===== config.mk =====
export PLATFORM = sky130hd
export DESIGN_NAME = cond_sink_src
export DESIGN_NICKNAME = d
export VERILOG_FILES = /design/src/rtl/cond_sink_src.sv
export SDC_FILE = /design/constraint.sdc
export NUM_CORES = 1
export LEC_CHECK = 0
export ABC_AREA = 1
export ABC_CLOCK_PERIOD_IN_PS = 2100
export CAP_MARGIN = 30
export CORE_MARGIN = 4
export CORE_UTILIZATION = 51
export DETAILED_ROUTE_END_ITERATION = 8
export GPL_TIMING_DRIVEN = 1
export HOLD_SLACK_MARGIN = 0.05
export PLACE_DENSITY_LB_ADDON = 0.08
export SYNTH_ARGS = -nofsm -noshare
export SYNTH_HDL_FRONTEND = slang
export SYNTH_SLANG_ARGS = --single-unit

===== constraint.sdc =====
create_clock -name clk -period 2.1 [get_ports clk]
set_input_delay 0.21 -clock clk [delete_from_list [all_inputs] [get_ports clk]]
set_output_delay 0.21 -clock clk [all_outputs]
set_load 0.05 [all_outputs]

===== src/rtl/cond_sink_src.sv =====
// rtl/cond_sink_src.sv - clocked token FIFO issuing 4-phase bundled-data transfers to a conditional sink
// Optional feature macro: COND_SINK_SRC_CNT_EN adds cnt_pass/cnt_drop completion counters.
module cond_sink_src #(
    parameter int N     = 32'd1,
    parameter int DEPTH = 32'd2,
    parameter int SYNC  = 32'd2
) (
    input  logic         clk,
    input  logic         rst,
    input  logic         s_valid,
    output logic         s_ready,
    input  logic [N-1:0] s_data,
    input  logic         s_keep,
    output logic         r_o,
    input  logic         a_o,
    output logic [N-1:0] d_o,
    output logic         rctl_o,
    output logic         dctl_o,
    input  logic         actl_o
`ifdef COND_SINK_SRC_CNT_EN
    ,
    output logic [31:0]  cnt_pass,
    output logic [31:0]  cnt_drop
`endif
);
    localparam int AW = (DEPTH > 1) ? $clog2(DEPTH) : 1;
    localparam int CW = $clog2(DEPTH + 1);

    localparam logic [1:0] IDLE = 2'd0;
    localparam logic [1:0] LOAD = 2'd1;
    localparam logic [1:0] REQ  = 2'd2;
    localparam logic [1:0] RTZ  = 2'd3;

    logic [1:0]      state;
    logic [N:0]      mem [DEPTH];
    logic [AW-1:0]   wr_ptr;
    logic [AW-1:0]   rd_ptr;
    logic [CW-1:0]   count;
    logic [CW-1:0]   count_nxt;
    logic [SYNC-1:0] a_sync;
    logic [SYNC-1:0] actl_sync;
    logic            a_s;
    logic            actl_s;
    logic            acks_high;
    logic            acks_low;
    logic            push;
    logic            pop;
    logic [N:0]      head;

    function automatic logic [AW-1:0] ptr_inc(input logic [AW-1:0] p);
        return (p == AW'(DEPTH - 1)) ? '0 : p + AW'(1);
    endfunction

    assign a_s       = a_sync[SYNC-1];
    assign actl_s    = actl_sync[SYNC-1];
    assign acks_high = a_s & actl_s;
    assign acks_low  = !a_s & !actl_s;
    assign push      = s_valid & s_ready;
    // The head is popped on the edge that enters LOAD, so d_o/dctl_o lead the request by a clock.
    assign pop       = (count != '0) && ((state == IDLE) || ((state == RTZ) && acks_low));
    assign count_nxt = count + CW'(push) - CW'(pop);
    assign head      = mem[rd_ptr];

    always_ff @(posedge clk) begin
        if (push) begin
            mem[wr_ptr] <= {s_keep, s_data};
        end
    end

    always_ff @(posedge clk or negedge rst) begin
        if (!rst) begin
            state     <= IDLE;
            wr_ptr    <= '0;
            rd_ptr    <= '0;
            count     <= '0;
            s_ready   <= 1'b0;
            a_sync    <= '0;
            actl_sync <= '0;
            r_o       <= 1'b0;
            rctl_o    <= 1'b0;
            d_o       <= '0;
            dctl_o    <= 1'b0;
        end else begin
            a_sync    <= {a_sync[SYNC-2:0], a_o};
            actl_sync <= {actl_sync[SYNC-2:0], actl_o};
            count     <= count_nxt;
            s_ready   <= (count_nxt != CW'(DEPTH));
            if (push) begin
                wr_ptr <= ptr_inc(wr_ptr);
            end
            if (pop) begin
                rd_ptr <= ptr_inc(rd_ptr);
                d_o    <= head[N-1:0];
                dctl_o <= head[N];
            end
            case (state)
                IDLE: begin
                    if (pop) begin
                        state <= LOAD;
                    end
                end
                LOAD: begin
                    r_o    <= 1'b1;
                    rctl_o <= 1'b1;
                    state  <= REQ;
                end
                REQ: begin
                    // Advance only on the later of the two acks.
                    if (acks_high) begin
                        r_o    <= 1'b0;
                        rctl_o <= 1'b0;
                        state  <= RTZ;
                    end
                end
                RTZ: begin
                    if (acks_low) begin
                        state <= pop ? LOAD : IDLE;
                    end
                end
                default: state <= IDLE;
            endcase
        end
    end

`ifdef COND_SINK_SRC_CNT_EN
    always_ff @(posedge clk or negedge rst) begin
        if (!rst) begin
            cnt_pass <= '0;
            cnt_drop <= '0;
        end else if ((state == REQ) && acks_high) begin
            if (dctl_o) begin
                cnt_pass <= cnt_pass + 32'd1;
            end else begin
                cnt_drop <= cnt_drop + 32'd1;
            end
        end
    end
`endif

endmodule


* After elaboration in Yosys (flattened, before gate mapping)
Memory sizes are Yosys's and may differ from the RTL's. A register that Yosys moved wholly into a read port is not among the register bits. Index checks and enable logic that the tools add are counted.
Storage, ports and cells: flip-flop bits (word level) 12, bits in writable memories 4, input port bits 7, output and inout bits 5, logic and storage cells 45, memories kept 1
Memory list:
- mem | depth 2, width 2, read ports 1, clocked after Yosys merged registers in 1, write ports 1, line 35 | logic [N:0] mem [DEPTH];
Cells by class: $add $sub $neg 4, eq/ne operators 7, multiplexer cells 11, bitwise gates (word level) 3, reduce and logical (&&, ||, !) cells 11
Operators with widths (count):
- $ne A2 B2 Y1 const B | 4
- $pmux W2 S4 | 1
- $mux W1 | 6
- $mux W2 | 3
- $eq A2 B2 Y1 const B | 2
- $reduce_bool A2 Y1 | 2
- $and A1 B1 Y1 | 3
- $logic_not A1 Y1 | 3
- $reduce_and A3 Y1 | 1
- $add A1 B1 Y1 const B | 2
- $add A2 B1 Y2 | 1
- $eq A2 B1 Y1 const B | 1
- $logic_and A1 B1 Y1 | 2
- $logic_not A2 Y1 | 1
- $pmux W1 S2 | 1
- $reduce_and A2 Y1 | 1
- $sub A2 B1 Y2 | 1
- $logic_or A1 B1 Y1 | 1

* Depth between registers and ports, before layout
depth after elaboration 8, depth in mapped cells 15, mapped depth without buffers 15

* Worst setup path before layout
OpenSTA, ideal clock, no wires.
path kind register -> register, start reg s_ready, end reg s_ready, arrival time 1.590 ns, required time 1.984 ns, setup slack 0.394 ns, cell stages (with the launch flop) 11, buffers on the path 0, clock period less this slack 1.706 ns, path through dfrtp_1 > nand2_1 > nand3_2 > nand2_1 > ha_1 > inv_1 > nand2_1 > nand2_1 > nand4_1 > nand2_2 > nand2_2
Between the ends: longest elaborated chain between the ends 4
Ends and longest elaborated chain:
- start: declaration | line 11 | output logic s_ready,
- start signal: assignment | line 87 | s_ready <= (count_nxt != CW'(DEPTH));
- $and A1 B1 Y1 | line 58 | assign push = s_valid & s_ready;
- $add A2 B1 Y2 | line 61 | assign count_nxt = count + CW'(push) - CW'(pop);
- $sub A2 B1 Y2 | line 61
- net count_nxt[1] | line 39 | logic [CW-1:0] count_nxt;
- $ne A2 B2 Y1 | line 87
The timed path passes the listed nets, and every way through them passes these cells. A chain may end at the register's enable or synchronous reset.

* Final worst setup path
start reg state[0], end reg s_ready
Between the ends: longest elaborated chain between the ends 6
Ends and longest elaborated chain:
- start: declaration | line 34 | logic [1:0] state;
- start signal: assignment | line 117 | state <= pop ? LOAD : IDLE;
- $eq A2 B2 Y1 | line 60 | assign pop = (count != '0) && ((state == IDLE) || ((state == RTZ) && acks_low));
- $logic_and A1 B1 Y1 | line 60
- $logic_or A1 B1 Y1 (*) | line 60
- $logic_and A1 B1 Y1 (*) | line 60
- $sub A2 B1 Y2 (*) | line 61
- net count_nxt[1] | line 39
- $ne A2 B2 Y1 (*) | line 87
Mark *: on every way through the listed nets, which the timed path passes. The rest lies on a longest branch.

==> results.yml <==
final_layout:
  drive_gt1_frac: 0.165
  diodes: 0
  final_common_cell: "nand2_1"
  utilization: 0.644
  syn_to_final_growth_pct: 18.1
  stdcell_count: 107
  final_nets: 104
  mostFrequentLayoutCells: "nand2_1, dfrtp_1, clkdlybuf4s50_1"
  n_fill_cell: 125
critical_path:
  endpoint: "s_ready$_DFF_PN0_"
  reg2reg_slack_ns: 0.29
  r2r_cells: 13
  cp.depth: 13
  cpMostUsedCell: "nand2_1"
  worst-setup-path-type: "reg -> reg"
  worst_setup_path_end_kind: "register"
  cp-start-kind: "register"
  timing.rr.start: "state[0]$_DFFE_PN0P_"
  critical_path.max_fanout: 6
  crit_start: "state[0]$_DFFE_PN0P_"
  path_buf_inv: 2
  crit_path_cell_trace: "inv_1 -> ha_1 -> inv_1 -> nand2_4 -> nand2_4 -> nand3_1 -> nand2_1 -> ha_1 -> nand2_1 -> nand2_1 -> nand4_1 -> nand2_2 -> nand2_2"
  reg2reg_to: "s_ready$_DFF_PN0_"
  crit_arrival_ns: 2.01
  cp_slowest_stage_delay_ns: 0.44
  crit_family: "simple AND/OR/NAND/NOR gates"
  cpMaxStageDelayCell: "dfrtp_1"
  timing.critical_path.required_ns: 2.30
cts:
  post_cts_resized: 0
  clk_pin_slew_ns: 0.11
  cts_max_path_buffers: 2
  cts_setup_buffers: 0
  clock-sinks: 18
  clockRootBuffer: "clkbuf_4"
  cts_tree: "built"
  cts_inserted_buffers: 3
  clk_latency_ns: 0.30
  holdBufCountCts: 0
  htreeDepth: 1
sta:
  final-setup-viol-count: 0
  min_period_over_period: 0.862
  clock_skew_ns: 0.0107
  relSlewSlack: 0.565
  holdWs_ns: 0.300
  fmax_mhz: 553
  tightest_slew_ns: 0.651
  period_minus_slack_ns: 1.81
  hold_viol_final: 0
  slew_violations: 0
  tns_ns: 0
  rsz0062_at_grt: "no"
synth:
  ys_warn_count: 0
  synthesis.nets: 89
  yosys.area.top_type: "dfrtp_1"
  synth_top_area_frac: 0.427
  seq_area_frac_synth: 0.573
  synth_compound_area_frac: 0.0305
  yosys.area_share.simple: 0.210
  synthDistinctLibCells: 19
  synthXorXnorAreaFrac: 0.0305
  synth.mux.area_fraction: 0.0244
  synth_seq_cells: 18
  netlist_area_sq_um: 821
  avgSynthCellArea_sq_um: 10.7
  syn_inst: 77
  synth_top_family_by_area: "simple AND/OR/NAND/NOR gates"
  synth_fa_ha_area_frac: 0.0762
  synth.area.top_cells: "dfrtp_1, edfxtp_1, ha_1"
pwr:
  power.share.clock: 0.118
  p_leak_nw: 0.468
  finalPower_mw: 1.53
  p_sw_frac: 0.447
  pwr_density_cell_nw_per_um2: 1580
  power_switching_mw: 0.685
  combPwrFrac: 0.515
  p_seq_frac: 0.367
  ir_drop_mv: 0.825
  p_int_mw: 0.848
run:
  cap_violations: 0
grt:
  grt_max_degree: 15
  grt_pass1_vias: 522
  grtUsageTotal: 0.130
  antenna_found_initial: 0
  grt_pass1_wl_mm: 2.03
  gr-total-overflow: 0
die:
  start_util: 0.545
  core_area_sq_um: 1510
  die_x_microns: 48.1
  die_area_sq_um: 2320
  core.rowCount: 14
  pin_count: 12
  die_h_microns: 48.1
place:
  gp_congestion: 0.800
  numPlacedInstances: 103
  portBuffers: 11
  hpwl_microns: 953
routing:
  wl_met2_microns: 602
  wire_per_inst_microns: 12.0
  first_pass_iters: 4
  met1Wirelength_microns: 575
  dr_total_vias: 545
  drtIter0Drc: 8
  top_layer: "met4"
  route.detailed.drc: 0
  drt_wl_total_mm: 1.29
  route.met3.wl_microns: 72
  vias_per_cell: 5.09
  ant_nets: 0
run_status:
  status: "complete, no violations"
min_path:
  hold_class: "in -> async"
[cell families after synthesis]
family | after synthesis
AND/OR/NAND/NOR | 34
flip-flops | 18
buffers and inverters | 11
AO/OA/AOI/OAI | 5
adder cells (fa/ha/maj) | 5
XOR/XNOR | 2
multiplexers | 2
[stage by stage]
stage | cell area, sq um | setup WS (ns)
4_1_cts | 970 | 0.259
6_report | 970 | 0.291
3_5_place_dp | 943 | 0.304
5_1_grt | 970 | 0.0608
2_1_floorplan | 821 | 0.394
3_3_place_gp | 943 | 0.342
[cell usage after synthesis (all sizes together)]
master / instances
inv: 10
buf: 1
o21ai: 5
nand4: 1
nor2: 6
mux2i: 2
xor2: 1
xnor2: 1
ha: 5
nand3: 4
edfxtp: 4
dfrtp: 14
nand2: 23
[power groups by stage]
stage	registers (mW)	logic [mW]	clock network, mW
CTS	0.563	0.800	0.185
finish	0.562	0.790	0.181
detailed placement	0.571	0.786	0
floorplan	0.667	0.506	0
global placement	0.564	0.770	0
global route	0.575	0.883	0.203
[layer usage]
layer / GRT usage / vias up
li1: - / 273
met1: 0.159 / 250
met2: 0.219 / 17
met3: 0.0221 / 5
met4: 0.0645 / 0
met5: 0 / -
[sequential cells by signal (all words and copies together) (netlist names)]
register and flops:
state 2, rctl_o 1, actl_sync 2, mem 4
dctl_o 1, s_ready 1, wr_ptr 1, a_sync 2
count 2, d_o 1, rd_ptr 1
[area by class of cell]
type | instances | area [sq um] | share of cell area
Clock buffer | 4 | 26.3 | 0.0271
Inverter | 10 | 37.5 | 0.0387
Multi-Input combinational cell | 48 | 305 | 0.315
Sequential cell | 18 | 470 | 0.485
Tap cell | 16 | 20.0 | 0.0206
Timing Repair Buffer | 11 | 110 | 0.114
[worst min path at each step]
stage,start,end,cells past startpoint
3_5_place_dp,a_sync[0]$_DFF_PN0_,a_sync[1]$_DFF_PN0_,0
6_report,rst,d_o$_DFFE_PN0P_,1
3_3_place_gp,actl_sync[0]$_DFF_PN0_,actl_sync[1]$_DFF_PN0_,0
5_1_grt,rst,d_o$_DFFE_PN0P_,1
2_1_floorplan,rst,a_sync[0]$_DFF_PN0_,0
4_1_cts,rst,d_o$_DFFE_PN0P_,1
[worst reg2reg max path, stage by stage (launching register included)]
cell     delay [ns]
dfrtp_1        0.44
inv_1          0.09
ha_1           0.22
inv_1          0.11
nand2_4        0.08
nand2_4        0.10
nand3_1        0.07
nand2_1        0.06
ha_1           0.15
nand2_1        0.05
nand2_1        0.08
nand4_1        0.12
nand2_2        0.11
nand2_2        0.04
(Power assumes the default switching activity.)
